==> src/rtl/acc_reset_pkg.sv <==
// Shared types and helpers for the accelerator reset sequencer.
package acc_reset_pkg;

    typedef enum logic [1:0] {
        StIdle,
        StDrain,
        StAssert,
        StRelease
    } state_e;

    function automatic int unsigned cnt_width(input int unsigned max_count);
        return $clog2(max_count) + 1;
    endfunction

endpackage

==> src/rtl/acc_reset_sequencer_if.sv <==
// Command, idle and reset-control signals between the HwInfo slave, accelerators and sequencer.
interface acc_reset_sequencer_if #(
    parameter int unsigned NUM_ACC   = 4,
    parameter int unsigned CNT_WIDTH = 16
);
    logic                 sw_reset_req_n;
    logic [NUM_ACC-1:0]   acc_idle;
    logic                 quiesce;
    logic [NUM_ACC-1:0]   acc_rst_n;
    logic                 busy;
    logic                 timeout;
    logic [CNT_WIDTH-1:0] reset_count;

    modport slave (
        input  sw_reset_req_n, acc_idle,
        output quiesce, acc_rst_n, busy, timeout, reset_count
    );

    modport master (
        output sw_reset_req_n, acc_idle,
        input  quiesce, acc_rst_n, busy, timeout, reset_count
    );
endinterface

==> src/rtl/acc_idle_sync.sv <==
// Per-bit two-flop synchronizer for the accelerator idle flags.
module acc_idle_sync #(
    parameter int unsigned WIDTH = 1
) (
    input  logic             clk,
    input  logic             rst_n,
    input  logic [WIDTH-1:0] din,
    output logic [WIDTH-1:0] dout
);
    logic [WIDTH-1:0] meta;

    always_ff @(posedge clk or negedge rst_n) begin
        if (!rst_n) begin
            meta <= '0;
            dout <= '0;
        end else begin
            meta <= din;
            dout <= meta;
        end
    end
endmodule

==> src/rtl/acc_reset_sequencer.sv <==
// Ordered accelerator reset: quiesce, drain, hold, staggered release.
// Define ACC_RST_IDLE_SYNC_EN to synchronize acc_idle through two flops first.
module acc_reset_sequencer
    import acc_reset_pkg::*;
#(
    parameter int unsigned NUM_ACC        = 4,
    parameter int unsigned HOLD_CYCLES    = 16,
    parameter int unsigned STAGGER_CYCLES = 4,
    parameter int unsigned DRAIN_TIMEOUT  = 1024,
    parameter int unsigned CNT_WIDTH      = 16
) (
    input logic                  S_AXI_ACLK_i,
    input logic                  S_AXI_ARESETN_i,
    acc_reset_sequencer_if.slave bus
);
    localparam int unsigned MAX_HS = (HOLD_CYCLES > STAGGER_CYCLES) ? HOLD_CYCLES : STAGGER_CYCLES;
    localparam int unsigned MAX_CNT = (MAX_HS > DRAIN_TIMEOUT) ? MAX_HS : DRAIN_TIMEOUT;
    localparam int unsigned CW = cnt_width(MAX_CNT);
    localparam int unsigned IW = cnt_width(NUM_ACC);

    localparam logic [CW-1:0] HOLD_LAST    = CW'(HOLD_CYCLES - 1);
    localparam logic [CW-1:0] STAGGER_LAST = CW'(STAGGER_CYCLES - 1);
    localparam logic [CW-1:0] DRAIN_LAST   = CW'(DRAIN_TIMEOUT - 1);
    localparam logic [IW-1:0] IDX_LAST     = IW'(NUM_ACC - 1);

    state_e               state;
    logic [CW-1:0]        cnt;
    logic [IW-1:0]        idx;
    logic                 req_prev;
    logic                 pending;
    logic                 quiesce;
    logic [NUM_ACC-1:0]   acc_rst_n;
    logic                 busy;
    logic                 timeout;
    logic [CNT_WIDTH-1:0] reset_count;
    logic                 req;
    logic                 idle_all;

`ifdef ACC_RST_IDLE_SYNC_EN
    logic [NUM_ACC-1:0] idle_sync;

    acc_idle_sync #(
        .WIDTH (NUM_ACC)
    ) u_idle_sync (
        .clk   (S_AXI_ACLK_i),
        .rst_n (S_AXI_ARESETN_i),
        .din   (bus.acc_idle),
        .dout  (idle_sync)
    );

    assign idle_all = &idle_sync;
`else
    assign idle_all = &bus.acc_idle;
`endif

    // req_prev resets low so the slave's post-reset low cycle is not a request.
    assign req = !bus.sw_reset_req_n && req_prev;

    always_ff @(posedge S_AXI_ACLK_i or negedge S_AXI_ARESETN_i) begin
        if (!S_AXI_ARESETN_i) begin
            state       <= StAssert;
            cnt         <= '0;
            idx         <= '0;
            req_prev    <= 1'b0;
            pending     <= 1'b0;
            quiesce     <= 1'b1;
            acc_rst_n   <= '0;
            busy        <= 1'b1;
            timeout     <= 1'b0;
            reset_count <= '0;
        end else begin
            req_prev <= bus.sw_reset_req_n;
            if (req && state != StIdle) pending <= 1'b1;

            unique case (state)
                StIdle: begin
                    if (req || pending) begin
                        state   <= StDrain;
                        pending <= 1'b0;
                        timeout <= 1'b0;
                        quiesce <= 1'b1;
                        busy    <= 1'b1;
                        cnt     <= '0;
                        if (!(&reset_count)) reset_count <= reset_count + 1'b1;
                    end
                end
                StDrain: begin
                    if (idle_all || cnt == DRAIN_LAST) begin
                        state     <= StAssert;
                        acc_rst_n <= '0;
                        timeout   <= !idle_all;
                        cnt       <= '0;
                    end else begin
                        cnt <= cnt + 1'b1;
                    end
                end
                StAssert: begin
                    if (cnt == HOLD_LAST) begin
                        state     <= StRelease;
                        acc_rst_n <= NUM_ACC'(1);
                        idx       <= '0;
                        cnt       <= '0;
                    end else begin
                        cnt <= cnt + 1'b1;
                    end
                end
                StRelease: begin
                    if (idx == IDX_LAST) begin
                        state   <= StIdle;
                        quiesce <= 1'b0;
                        busy    <= 1'b0;
                    end else if (cnt == STAGGER_LAST) begin
                        // Shift in the next released domain; lower indices stay high.
                        acc_rst_n <= (acc_rst_n << 1) | NUM_ACC'(1);
                        idx       <= idx + 1'b1;
                        cnt       <= '0;
                    end else begin
                        cnt <= cnt + 1'b1;
                    end
                end
                default: state <= StIdle;
            endcase
        end
    end

    assign bus.quiesce     = quiesce;
    assign bus.acc_rst_n   = acc_rst_n;
    assign bus.busy        = busy;
    assign bus.timeout     = timeout;
    assign bus.reset_count = reset_count;
endmodule
==> src/flat_wrapper.sv <==
// flat-port wrapper written by rule: the top's interface ports become plain ports
module acc_reset_sequencer_flat import acc_reset_pkg::*;
#(
    parameter int unsigned NUM_ACC        = 4,
    parameter int unsigned HOLD_CYCLES    = 16,
    parameter int unsigned STAGGER_CYCLES = 4,
    parameter int unsigned DRAIN_TIMEOUT  = 1024,
    parameter int unsigned CNT_WIDTH      = 16
)
  (S_AXI_ACLK_i, S_AXI_ARESETN_i, bus_sw_reset_req_n, bus_acc_idle, bus_quiesce, bus_acc_rst_n, bus_busy, bus_timeout, bus_reset_count);
  acc_reset_sequencer_if #(.NUM_ACC(NUM_ACC), .CNT_WIDTH(CNT_WIDTH)) bus_i ();
  input logic S_AXI_ACLK_i;
  input logic S_AXI_ARESETN_i;
  input wire logic [$bits(bus_i.sw_reset_req_n)-1:0] bus_sw_reset_req_n;
  input wire logic [$bits(bus_i.acc_idle)-1:0] bus_acc_idle;
  output wire logic [$bits(bus_i.quiesce)-1:0] bus_quiesce;
  output wire logic [$bits(bus_i.acc_rst_n)-1:0] bus_acc_rst_n;
  output wire logic [$bits(bus_i.busy)-1:0] bus_busy;
  output wire logic [$bits(bus_i.timeout)-1:0] bus_timeout;
  output wire logic [$bits(bus_i.reset_count)-1:0] bus_reset_count;
  assign bus_i.sw_reset_req_n = bus_sw_reset_req_n;
  assign bus_i.acc_idle = bus_acc_idle;
  assign bus_quiesce = bus_i.quiesce;
  assign bus_acc_rst_n = bus_i.acc_rst_n;
  assign bus_busy = bus_i.busy;
  assign bus_timeout = bus_i.timeout;
  assign bus_reset_count = bus_i.reset_count;
  acc_reset_sequencer #(.NUM_ACC(NUM_ACC), .HOLD_CYCLES(HOLD_CYCLES), .STAGGER_CYCLES(STAGGER_CYCLES), .DRAIN_TIMEOUT(DRAIN_TIMEOUT), .CNT_WIDTH(CNT_WIDTH)) u_core (.S_AXI_ACLK_i(S_AXI_ACLK_i), .S_AXI_ARESETN_i(S_AXI_ARESETN_i), .bus(bus_i));
endmodule
==> config.mk <==
export PLATFORM = sky130hd
export DESIGN_NAME = acc_reset_sequencer_flat
export DESIGN_NICKNAME = d
export VERILOG_FILES = /design/src/rtl/acc_reset_pkg.sv /design/src/rtl/acc_reset_sequencer_if.sv /design/src/rtl/acc_idle_sync.sv /design/src/rtl/acc_reset_sequencer.sv /design/src/flat_wrapper.sv
export SDC_FILE = /design/constraint.sdc
export NUM_CORES = 1
export LEC_CHECK = 0
export ABC_CLOCK_PERIOD_IN_PS = 3300
export BUFFER_PORTS_ARGS = -buffer_cell sky130_fd_sc_hd__buf_2
export CAP_MARGIN = 0
export CORE_MARGIN = 1
export CORE_UTILIZATION = 50
export DETAILED_ROUTE_END_ITERATION = 6
export PLACE_DENSITY = 0.71
export SETUP_SLACK_MARGIN = 0.4
export SYNTH_ARGS = -nofsm -noshare
export SYNTH_HDL_FRONTEND = slang
export SYNTH_SLANG_ARGS = --single-unit
==> constraint.sdc <==
create_clock -name S_AXI_ACLK_i -period 3.3 [get_ports S_AXI_ACLK_i]
set_input_delay 0.165 -clock S_AXI_ACLK_i [delete_from_list [all_inputs] [get_ports S_AXI_ACLK_i]]
set_output_delay 0.165 -clock S_AXI_ACLK_i [all_outputs]
set_load 0.1 [all_outputs]
==> results.md <==
* Status: finished with violations
* Failing checks: hold timing
* Initial DRC count at about 140
* Worst setup path class: flop to flop
* Antenna viol nets, final at 0
* Buf/Inv on CP at 0
* Pins Over Slew Limit at 0
* Met3 Resource Use GR at under 10%
* Via count at 1,703
* Clock skew at approximately 5 ps
* Sw Pwr at about 1.1 mW
* CTS max path bufs at 2
* Tmin final at roughly 2400 ps
* Crit Path Max Fanout at 17
* Final setup viols at 0
* Syn_nets at around 240
* Crit path DAT at 2530 ps
* Startpoint types: flop
* Power density over cell area at about 900 nW/um^2
* Combinational power share at between 50% and 60%
* Die width at between 60 and 70 um
* All-Layer GR Usage at roughly a fifth
* Via density at 5.66
* Total CTS buffers at 5
* # IOs at 30
* Number of max-cap violations at 0
* Diode count at 0
* Yosys reg bits at 40
* Yosys cell types at slightly below 50
* Drt drc at 0
* Htree depth at 2
* Pin count of the biggest net entering global routing at 41
* Async S/R FF share, synth at 100%
* Grt total ovfl at 0
* Worst hold margin at -8.55 ps
* Reg clk slew, reported paths at approximately 80 ps
* Int Pwr at roughly 1.1 mW
* Clk sink count at 40
* Nets@finish at 265
* Drt pass-1 iters at 4
* Slowest CP cell: or4_4
* Switching share of total power at just under 50%
* RD Place Congestion at 0.831
* Layout Area Growth over Synthesis at 12.5%
* Initial antenna violation count at 0
* Slew headroom at between 40% and 50%
* Fin. Hold Viols at 33
* Routed wire length at ~4200 um
* Fin crit share at a little under three quarters
* Peak VDD IR at around 650 uV
* DP HPWL at between 2000 and 3000 um
* Achievable Freq at between 400 and 500 MHz
* First-pass GRT wire length at between 6000 and 7000 um
* Finished Layout Cells at around 300
* Synthesized cell area at between 2000 and 2500 um^2
* Share of cells above drive strength 1 at between 15 and 20%
* Row cnt at 23
* Core region area at 4120 um^2
* Synth Instances at 220
* Final setup TNS at 0 ps
* Power share of the clock group at approximately 16%
* Worst Tran Pin Value at just under 900 ps
* M2 GR Usage at 31.7%
* Grt met1 use at a little over a quarter
* Placed cell count at slightly below 300
* FF-to-FF setup slack at between 900 and 1000 ps
* Die area at between 4000 and 5000 um^2
* Leakage at 1.18 nW
* Clk Latency, worst-skew pair at about 290 ps
* Crit path required time at around 3500 ps
* CP Capture Type: flop
* Starting density of the core at a little over half
* Port Buffers at 29
* Post-synth EDFFs at 0
* Syn_area_per_cell at approximately 10 um^2
* Sequential share of the synthesized area at a little under half
* Drt wl/cell at 13.9 um
* Setup bufs post-CTS at 0
* Seq pwr share at about a third
* Busiest grt layer: met2
* CTS tree: built
* Worst path max stage delay at roughly 540 ps
* Top Family by Delay on Critical Path: compound AO/OA/AOI/OAI gates
* CTS Hold Bufs at 1
* Die Span Y at about 70 um
* Hold WC Path Type: input pin to asynchronous set/reset pin
* Root Driver: clkbuf_8
* RSZ-0062 raised after global routing: no
* Synth warn at 0
* Most used DFF post-synth: dfrtp_1
* CP cell instances: or4_4 > o41ai_4 > o211ai_2 > nand2_1 > o311ai_0
* Vias in the first global route at between 1,500 and 2,000
* Post-CTS Resized at 0
[synthesized netlist by cell type, drive strengths merged, types with 2 or more instances]
master | n | area, um^2
o211ai | 2 | 20.0
nand3 | 18 | 90.1
dfrtp | 38 | 951
and3 | 7 | 43.8
or4 | 2 | 18.8
clkbuf | 5 | 18.8
o311ai | 2 | 17.5
a31oi | 8 | 50.1
or3 | 2 | 13.8
mux2i | 6 | 60.1
a22o | 4 | 35.0
a21oi | 2 | 10.0
o31ai | 2 | 28.8
ha | 8 | 100
buf | 3 | 30.0
xor2 | 8 | 70.1
or2 | 2 | 12.5
nand2 | 23 | 93.8
inv | 15 | 56.3
and2 | 2 | 12.5
nor2b | 3 | 18.8
o21ai | 9 | 45.0
nor3 | 6 | 30.0
nand4b | 2 | 17.5
dfstp | 2 | 52.6
xnor2 | 7 | 61.3
nor4 | 3 | 25.0
and4 | 2 | 17.5
nand4 | 9 | 56.3
nor2 | 8 | 30.0
[routing by layer]
metal	vias to the layer above	routed length, um	share of wire, %
met3	4	161	3.9
met5	-	0	0
li1	848	-	-
met4	0	61	1.5
met2	32	1950	47
met1	819	2010	48
[worst paths after layout]
kind / startpoint / to / cells past startpoint
setup / recovery: u_core.cnt[8] / u_core.cnt[9] / 5
hold / removal: S_AXI_ARESETN_i / u_core.bus.reset_count[6] / 1
setup reg to reg: u_core.cnt[8] / u_core.cnt[9] / 5
hold reg to reg: u_core.bus.reset_count[6] / u_core.bus.reset_count[6] / 1
max in group asynchronous: S_AXI_ARESETN_i / u_core.bus.reset_count[9] / 1
min in group S_AXI_ACLK_i: bus_acc_idle[1] / u_core.bus.timeout / 5
[final cells by class]
cell class / count / area (um^2)
repair buffers: 31 / 163
clock buffers: 8 / 100
multi-input cells: 157 / 1100
flip-flops and latches: 40 / 1000
well taps: 50 / 62.6
inverters: 15 / 56.3
fillers: 380 / 1630
[state kept, by name, summed over array words and instances, names as in the netlist]
name	cells
u_core.idx	3
u_core.bus.reset_count	16
u_core.pending	1
u_core.req_prev	1
u_core.bus.quiesce	1
u_core.cnt	11
u_core.bus.acc_rst_n	4
u_core.bus.timeout	1
u_core.state	2
[power groups by stage]
| stage | combinational, mW | clock, mW | sequential [mW] |
|---|---|---|---|
| 2_1_floorplan | 0.649 | 0 | 1.03 |
| 3_3_place_gp | 1.14 | 0 | 0.696 |
| 3_5_place_dp | 1.15 | 0 | 0.699 |
| 4_1_cts | 1.16 | 0.371 | 0.689 |
| 5_1_grt | 1.24 | 0.385 | 0.704 |
| 6_report | 1.15 | 0.358 | 0.689 |
[placed cells by master (no fill, tap or decap), drive strengths merged, types with 4 or more instances in the layout]
cell type  synthesis  routed
xnor2              7       7
o21ai              9       9
ha                 8       8
mux2i              6       6
nand2             23      23
dfrtp             38      38
inv               15      15
clkbuf             5       8
nor3               6       6
and3               7       7
buf                3      30
a31oi              8       8
nand4              9       9
xor2               8       8
nand3             18      18
nor2               8       8
a22o               4       4
[worst reg2reg max path: cells and delay by family (launching register included)]
family	cells	cell delay, ps
AO/OA/AOI/OAI	3	980
AND/OR/NAND/NOR	2	800
flip-flops	1	450
[cells by family (layout without fill, tap and decap cells)]
family	after synthesis	after routing	synth area share, %
mux	7	7	3.23
simple gates	92	92	23.6
flops	40	40	45.5
compound gates	35	35	12.5
fa+ha+maj	8	8	4.54
buf+inv	23	54	4.76
xor+xnor	15	15	5.95
[per-stage QoR]
step	area (um^2)	hold WS, ps	power (mW)	setup WS (ps)	utilization [%]
finish	2480	-8.55	2.19	926	60.4
global route	2480	55.0	2.33	764	60.4
CTS	2480	22.1	2.22	924	60.4
detailed placement	2370	303	1.85	939	57.7
global placement	2370	304	1.83	991	57.7
floorplan	2210	-131	1.67	840	-
No activity file was read; power rests on OpenSTA's default activity.
